$ cat src/rtl/sigmoid_pipe.sv
// -----------------------------------------------------------------------------
// sigmoid_pipe
//   Three-stage, valid/ready pipelined piecewise-linear sigmoid on signed
//   fixed-point data (Q(W-FRAC).FRAC). The approximation works on a = |x|:
//     a >= 5            -> 1.0
//     2.375 <= a < 5    -> a/32 + 0.84375
//     1 <= a < 2.375    -> a/8  + 0.625
//     a < 1             -> a/4  + 0.5
//   Negative inputs use the symmetry f(-a) = 1.0 - f(a). The result lies in
//   [0, 1.0], and 1.0 is encoded as 2^FRAC.
//
//   Stages: S1 abs/sign/segment select, S2 shift-add, S3 symmetry + output
//   register. The whole pipe advances only when in_ready = !out_valid |
//   out_ready. While in_ready is low, every stage register holds.
//
//   Optional feature (macro SIGMOID_TANH_EN): adds input in_mode, captured
//   with each sample. With in_mode=1 the block returns tanh(x) = 2*f(2x) - 1,
//   where 2x saturates to the W-bit range. The output range is then
//   [-1.0, 1.0]. The latency does not change.
//
//   Parameters: W (total width), FRAC (fraction bits). Legal only when
//   W-FRAC >= 4, so that 5.0 can be represented.
//
// Ports:
//   clk        rising-edge clock
//   rst        synchronous active-high reset
//   in_valid   in_x holds a sample
//   in_ready   block accepts a sample this cycle
//   in_x       signed Q(W-FRAC).FRAC argument
//   in_mode    (SIGMOID_TANH_EN only) 1 = tanh, 0 = sigmoid
//   out_valid  out_y holds a result
//   out_ready  downstream accepts out_y this cycle
//   out_y      signed Q(W-FRAC).FRAC result, driven from a register
// -----------------------------------------------------------------------------
module sigmoid_pipe #(
  parameter int W    = 8,
  parameter int FRAC = 4
) (
  input  logic         clk,
  input  logic         rst,
  input  logic         in_valid,
  output logic         in_ready,
  input  logic [W-1:0] in_x,
`ifdef SIGMOID_TANH_EN
  input  logic         in_mode,
`endif
  output logic         out_valid,
  input  logic         out_ready,
  output logic [W-1:0] out_y
);

  typedef enum logic [1:0] {SEG_LO, SEG_MID, SEG_HI, SEG_SAT} seg_e;

  localparam int ONE_I     = 2 ** FRAC;
  localparam int FIVE_I    = 5 * ONE_I;
  // 2.375 rounded up, so that "a >= threshold" matches the real comparison.
  localparam int T_HI_I    = (19 * ONE_I + 7) / 8;
  localparam int OFF_HI_I  = (27 * ONE_I) / 32;  // 0.84375, truncated
  localparam int OFF_MID_I = (5 * ONE_I) / 8;    // 0.625, truncated
  localparam int OFF_LO_I  = ONE_I / 2;          // 0.5

  localparam logic [W-1:0] C_ONE     = W'(ONE_I);
  localparam logic [W-1:0] C_FIVE    = W'(FIVE_I);
  localparam logic [W-1:0] C_T_HI    = W'(T_HI_I);
  localparam logic [W-1:0] C_OFF_HI  = W'(OFF_HI_I);
  localparam logic [W-1:0] C_OFF_MID = W'(OFF_MID_I);
  localparam logic [W-1:0] C_OFF_LO  = W'(OFF_LO_I);
  localparam logic [W-1:0] C_MAX     = {1'b0, {(W-1){1'b1}}};
  localparam logic [W-1:0] C_MIN     = {1'b1, {(W-1){1'b0}}};

  // Stage registers
  logic         r_s1_valid, r_s2_valid, r_out_valid;
  logic         r_s1_neg,   r_s2_neg;
  logic [W-1:0] r_s1_abs;
  seg_e         r_s1_seg;
  logic [W-1:0] r_s2_f;
  logic [W-1:0] r_out_y;
`ifdef SIGMOID_TANH_EN
  logic         r_s1_mode, r_s2_mode;
`endif

  // Combinational stage logic
  logic         w_advance;
  logic [W-1:0] w_x_eff;
  logic         w_neg;
  logic [W-1:0] w_abs;
  seg_e         w_seg;
  logic [W-1:0] w_f;
  logic [W-1:0] w_sig;
  logic [W-1:0] w_y;

  // NOTE: in_ready depends combinationally on out_ready. This is what allows
  // full throughput. The output data path stays purely registered.
  assign in_ready  = !r_out_valid || out_ready;
  assign w_advance = in_ready;

  // ---------------- S1: optional doubling, abs, sign, segment ----------------
  // NOTE: every always_comb output gets a default first, so no latch is
  // inferred on any path.
  always_comb begin
    w_x_eff = in_x;
`ifdef SIGMOID_TANH_EN
    if (in_mode) begin
      // If the top two bits differ, 2x overflows: saturate to MAX or MIN.
      if (in_x[W-1] != in_x[W-2]) w_x_eff = in_x[W-1] ? C_MIN : C_MAX;
      else                        w_x_eff = {in_x[W-2:0], 1'b0};
    end
`endif
  end

  assign w_neg = w_x_eff[W-1];

  always_comb begin
    w_abs = w_x_eff;
    if (w_neg) begin
      // |MIN| is not representable, so clamp it to MAX. MAX falls in the
      // saturated segment anyway.
      if (w_x_eff == C_MIN) w_abs = C_MAX;
      else                  w_abs = -w_x_eff;
    end
  end

  always_comb begin
    w_seg = SEG_LO;
    if      (w_abs >= C_FIVE) w_seg = SEG_SAT;
    else if (w_abs >= C_T_HI) w_seg = SEG_HI;
    else if (w_abs >= C_ONE)  w_seg = SEG_MID;
  end

  // ---------------- S2: shift-add per segment --------------------------------
  // The magnitude is non-negative. A logical shift therefore equals the
  // arithmetic shift and truncates toward zero.
  always_comb begin
    w_f = C_ONE;
    case (r_s1_seg)
      SEG_SAT: w_f = C_ONE;
      SEG_HI:  w_f = (r_s1_abs >> 5) + C_OFF_HI;
      SEG_MID: w_f = (r_s1_abs >> 3) + C_OFF_MID;
      default: w_f = (r_s1_abs >> 2) + C_OFF_LO;
    endcase
  end

  // ---------------- S3: symmetry (and tanh rescale) --------------------------
  assign w_sig = r_s2_neg ? (C_ONE - r_s2_f) : r_s2_f;

  always_comb begin
    w_y = w_sig;
`ifdef SIGMOID_TANH_EN
    if (r_s2_mode) w_y = (w_sig << 1) - C_ONE;
`endif
  end

  // ---------------- Control and output registers -----------------------------
  always_ff @(posedge clk) begin
    if (rst) begin
      r_s1_valid  <= 1'b0;
      r_s2_valid  <= 1'b0;
      r_out_valid <= 1'b0;
      r_out_y     <= '0;
    end else if (w_advance) begin
      r_s1_valid  <= in_valid;
      r_s2_valid  <= r_s1_valid;
      r_out_valid <= r_s2_valid;
      r_out_y     <= w_y;
    end
  end

  // NOTE: the datapath registers are deliberately left unreset. Their
  // contents only matter when they are qualified by the valid bits above.
  always_ff @(posedge clk) begin
    if (w_advance) begin
      r_s1_neg  <= w_neg;
      r_s1_abs  <= w_abs;
      r_s1_seg  <= w_seg;
      r_s2_neg  <= r_s1_neg;
      r_s2_f    <= w_f;
`ifdef SIGMOID_TANH_EN
      r_s1_mode <= in_mode;
      r_s2_mode <= r_s1_mode;
`endif
    end
  end

  assign out_valid = r_out_valid;
  assign out_y     = r_out_y;

endmodule

$ cat config.mk
export PLATFORM = sky130hd
export DESIGN_NAME = sigmoid_pipe
export DESIGN_NICKNAME = d
export VERILOG_FILES = /design/src/rtl/sigmoid_pipe.sv
export SDC_FILE = /design/constraint.sdc
export NUM_CORES = 1
export LEC_CHECK = 0
export CAP_MARGIN = 10
export CORE_UTILIZATION = 30
export DETAILED_ROUTE_END_ITERATION = 12
export PLACE_DENSITY = 0.52
export SYNTH_ARGS = -nofsm -noshare
export SYNTH_HDL_FRONTEND = slang
export SYNTH_SLANG_ARGS = --single-unit
$ cat constraint.sdc
create_clock -name clk -period 1.9 [get_ports clk]
set_input_delay 0.38 -clock clk [delete_from_list [all_inputs] [get_ports clk]]
set_output_delay 0.38 -clock clk [all_outputs]
set_load 0.02 [all_outputs]
* Word-level counts from Yosys, hierarchy flattened
Index checks and enable logic that the tools add are counted.
Cells by class: add/subtract/negate cells 5, multipliers 0, divide/modulo/power cells 0, magnitude comparators 3, equality and inequality tests 4, shift-type cells 0, muxes and demuxes 6, bitwise operators 0, reductions and logical operators 3
Operators with widths (count):
- 8-bit two-way mux | 3
- 7-bit one-hot mux with 3 select lines | 1
- 8-bit == test, second input constant | 1
- 8-bit by 5-bit >= comparator with 1-bit output, second input constant | 1
- 8-bit by 6-bit >= comparator with 1-bit output, second input constant | 1
- 8-bit by 7-bit >= comparator with 1-bit output, second input constant | 1
- 8-bit negator | 1
- 5-bit by 8-bit subtractor with 8-bit output, first input constant | 1
- 6-bit by 4-bit adder with 7-bit output, second input constant | 1
- 5-bit by 4-bit adder with 6-bit output, second input constant | 1
- 3-bit by 4-bit adder with 5-bit output, second input constant | 1
- 2-bit == test, second input constant | 2
- 2-bit by 1-bit == test with 1-bit output, second input constant | 1
- 1-bit two-way mux | 2
- 2-bit OR reduction | 1
- 1-bit zero test | 1
- 1-bit logical OR | 1
Storage, ports and cells: register bits after elaboration 31, bits in latches 0, RAM bits 0, ROM bits 0, input port bits 12, memories 0

* Logic depth before layout (Yosys ltp)
word-level depth 6, mapped depth 6, mapped depth without buffers 6

* Worst setup path before layout
OpenSTA, ideal clock, no wires.
path type input port to flip-flop, start input in_x[0], end register r_s1_seg[0] (data pin), library setup time 0.130 ns, arrival time 1.550 ns, required time 1.770 ns, slack 0.220 ns, cell stages on the path 6, path buffers 0, cells stage by stage inv_1 -> ha_1 -> or4b_4 -> o211a_1 -> a211oi_2 -> o22a_1
On the way: longest elaborated chain between the ends 6, elaborated cells on any way between the ends 9, those cells by class add/sub: 1; order compare: 3; eq/ne: 1; mux: 4
RTL lines:
- start: declaration | RTL line 43 | input logic [W-1:0] in_x,
- 8-bit negator or 8-bit == test (tied branches) | RTL line 119, 118
- 8-bit two-way mux | RTL line 118 | if (w_x_eff == C_MIN) w_abs = C_MAX;
- 8-bit two-way mux * | RTL line 115 | if (w_neg) begin
- 8-bit by 5-bit >= comparator with 1-bit output | RTL line 127 | else if (w_abs >= C_ONE) w_seg = SEG_MID;
- 1-bit two-way mux | RTL line 127
- 1-bit two-way mux | RTL line 126 | else if (w_abs >= C_T_HI) w_seg = SEG_HI;
- end signal: assignment | RTL line 174 | r_s1_seg <= w_seg;
- end: declaration | RTL line 75 | seg_e r_s1_seg;
Mark *: on every way between the ends. The rest lies on a longest branch, timed or not. A chain may end at the register's enable or synchronous reset.

* Worst setup path in the final report
start input in_x[0], end register r_s1_seg[0] (data pin)
On the way: longest elaborated chain between the ends 6, elaborated cells on any way between the ends 9, those cells by class add/sub: 1; order compare: 3; eq/ne: 1; mux: 4
RTL lines:
- 8-bit negator or 8-bit == test (tied branches) | RTL line 119, 118
- 8-bit two-way mux * | RTL line 118
- 8-bit two-way mux * | RTL line 115
- net w_abs[5] | RTL line 86 | logic [W-1:0] w_abs;
- 8-bit by 5-bit >= comparator with 1-bit output | RTL line 127
- 1-bit two-way mux | RTL line 127
- 1-bit two-way mux | RTL line 126
Mark *: on every way through the listed nets, which the timed path passes. The rest lies on a longest branch.

==> run summary <==
MaxCap Viol Count -> 0
sequential element share of the synthesized area -> 0.463
# rows -> 26
Peak Freq -> 0.532 GHz
vias in the first global route -> 1257
final WL -> 3.06 mm
ranking of synthesized cells by area -> edfxtp_1, dfxtp_1, nand2_1
Final period util -> 0.989
final worst slack -> 20.3 ps
fill count -> 509
CP endpoint kind -> flop
slew margin rel. -> 0.734
Cell Area, Synth -> 1580 µm²
Worst EP required -> 1930 ps
layout cells sized above 1 -> 0.190
Crit Path Category -> input pin to flop
outcome -> finished, final reports clean
WL/cell -> 11.3 µm
asr flop ratio synth -> 0
Post-Route Skew -> 2.89 ps
diode count -> 0
post-synthesis to final-layout area growth -> 32.5%
Worst VDD drop -> 312 µV
Distinct cells, synth -> 39
number of synthesized flops with an enable pin -> 17
first-pass GRT wire length -> 5.13 mm
clk slew on worst S/H paths -> 90 ps
r2r endpoint -> r_s2_f[4]
TritonCTS clock tree -> yes
# nets final -> 219
GRT Residual Overflow -> 0
Syn Inst Count -> 164
final core utilization -> 0.412
min cycle time layout -> 1880 ps
setup slack, reg-to-reg -> 360 ps
# DRC -> 0
count leader, synth -> nand2_1
antenna violations before repair -> 0
clk sink count -> 28
Slew @ Worst Pin -> 399 ps
Leakage -> 0.828 nW
Synth top cells by count -> nand2_1, edfxtp_1, nor2_1
hold path startpoint -> r_s1_neg
RSZ-0062 raised after global routing -> true
mean area per synthesized cell -> 9.61 µm²
Worst Hold Class -> flop to flop
H-tree Lvls -> 1
area leader, netlist -> edfxtp_1
kind of start point of the critical path -> input pin
die area -> 5550 µm²
Hold EP -> r_s2_neg
GPL Wtd Cong -> 0.856
top cell type's share of synthesized area -> 0.324
CTS buffer count -> 3
First-pass DRT Iterations -> 4
Initial Util -> 0.311
Slew Viols, Final -> 0
Final Setup Violations -> 0
clock root buffer -> clkbuf_8
Worst-Skew Late Latency -> 270 ps
largest net degree at the start of global routing -> 34
data arrival time of the critical path -> 1910 ps
vias per inst -> 4.80
PD cells -> 737 nW/µm²
hold path depth -> 0
post-place setup slack -> -338 ps
postcts setup bufs -> 0
Core ar. -> 5070 µm²
number of port buffers -> 21
#FFs+latches synth -> 28
I/O pin cnt -> 22
R2R cell count -> 6
Post-DP HPWL -> 2.35 mm
crit-path max FO -> 3
final hold viol count -> 0
CTS Buffer Depth -> 2
die height -> 74.5 µm
FF/Latch Area -> 731 µm²
die extent in x -> 74.5 µm
drt first-iter violations -> 19
total number of vias -> 1295
gr usage total -> 0.120
predominant post-synthesis flop cell -> edfxtp_1
worst r2r src -> r_s1_abs[6]
area of the multi-input gates -> 802 µm²
Syn Nets -> 182
ANT nets after route -> 0
Ys Warns -> 0
logic make-up after synthesis:
| group | count (synthesis) | synth area share |
|---|---|---|
| AO/OA/AOI/OAI | 43 | 0.202 |
| XOR/XNOR | 8 | 0.0444 |
| adder cells (fa/ha/maj) | 6 | 0.0476 |
| buffers and inverters | 22 | 0.0548 |
| flip-flops | 28 | 0.463 |
| multiplexers | 4 | 0.0254 |
| AND/OR/NAND/NOR | 53 | 0.162 |
registers in the layout (all words and copies together) (netlist names):
register	cells
out_valid	1
out_y	8
r_s1_abs	6
r_s1_neg	1
r_s1_seg	2
r_s1_valid	1
r_s2_f	7
r_s2_neg	1
r_s2_valid	1
critical path: stages:
cell and delay (ps):
clkdlybuf4s50_1 430, buf_4 150, or2_4 240, a2111oi_4 390, nor3_2 90, o22a_1 230
layout make-up:
cell class | count | area share
inverter | 12 | 0.0216
clock buffer | 4 | 0.0263
tap | 70 | 0.0419
timing repair buffer | 42 | 0.177
multi-input combinational | 114 | 0.384
sequential | 28 | 0.350
timing repair:
action,4_1_cts,5_1_grt
hold buffers,0,0
resized for setup,4,9
endpoints found under the setup margin,4,3
pin swaps,1,3
hold endpoints to repair,0,0
metrics by stage:
step | total power, mW | hold slack, ps | instance area, µm² | std cells | TNS (ps)
global route | 1.62 | 461 | 2090 | 270 | -67.0
CTS | 1.55 | 434 | 2060 | 270 | 0
floorplan | 1.02 | 400 | 1580 | 164 | 0
detailed placement | 1.18 | 412 | 1990 | 266 | -2020
global placement | 1.17 | 408 | 1990 | 266 | -1730
finish | 1.54 | 438 | 2090 | 270 | 0
worst max path at each step:
stage	cells after the start	to	slack (ps)	from
2_1_floorplan	6	r_s1_seg[0]	220	in_x[0]
3_3_place_gp	6	r_s1_seg[0]	-280	in_x[0]
3_5_place_dp	7	r_s1_seg[0]	-340	in_x[1]
4_1_cts	5	r_s1_seg[0]	3	in_x[4]
5_1_grt	6	r_s1_seg[0]	-50	in_x[0]
6_report	6	r_s1_seg[0]	20	in_x[0]
where the power goes:
group / switching, mW / total, mW / internal, mW
registers: 0.0619 / 0.785 / 0.723
logic: 0.187 / 0.391 / 0.204
clock network: 0.178 / 0.364 / 0.186
total: 0.427 / 1.54 / 1.11
metal layers:
layer	up-vias	global-route usage	routed length, µm
met5	-	0	0
met4	0	0.0587	67
met3	7	0.0176	88
met2	28	0.243	1680
met1	599	0.115	1230
li1	661	-	-
cell usage in the layout (no fill, tap or decap), types with 4 or more instances in the layout:
cell | Yosys | routed
ha_1 | 6 | 5
buf_4 | 0 | 21
o21ai_0 | 5 | 4
inv_1 | 11 | 9
a21oi_1 | 8 | 8
a211oi_1 | 7 | 7
dfxtp_1 | 11 | 11
clkdlybuf4s50_1 | 0 | 19
xnor2_1 | 5 | 5
clkbuf_8 | 0 | 4
edfxtp_1 | 17 | 17
nand2_1 | 21 | 21
nor2_1 | 16 | 16
(Power assumes the default switching activity.)
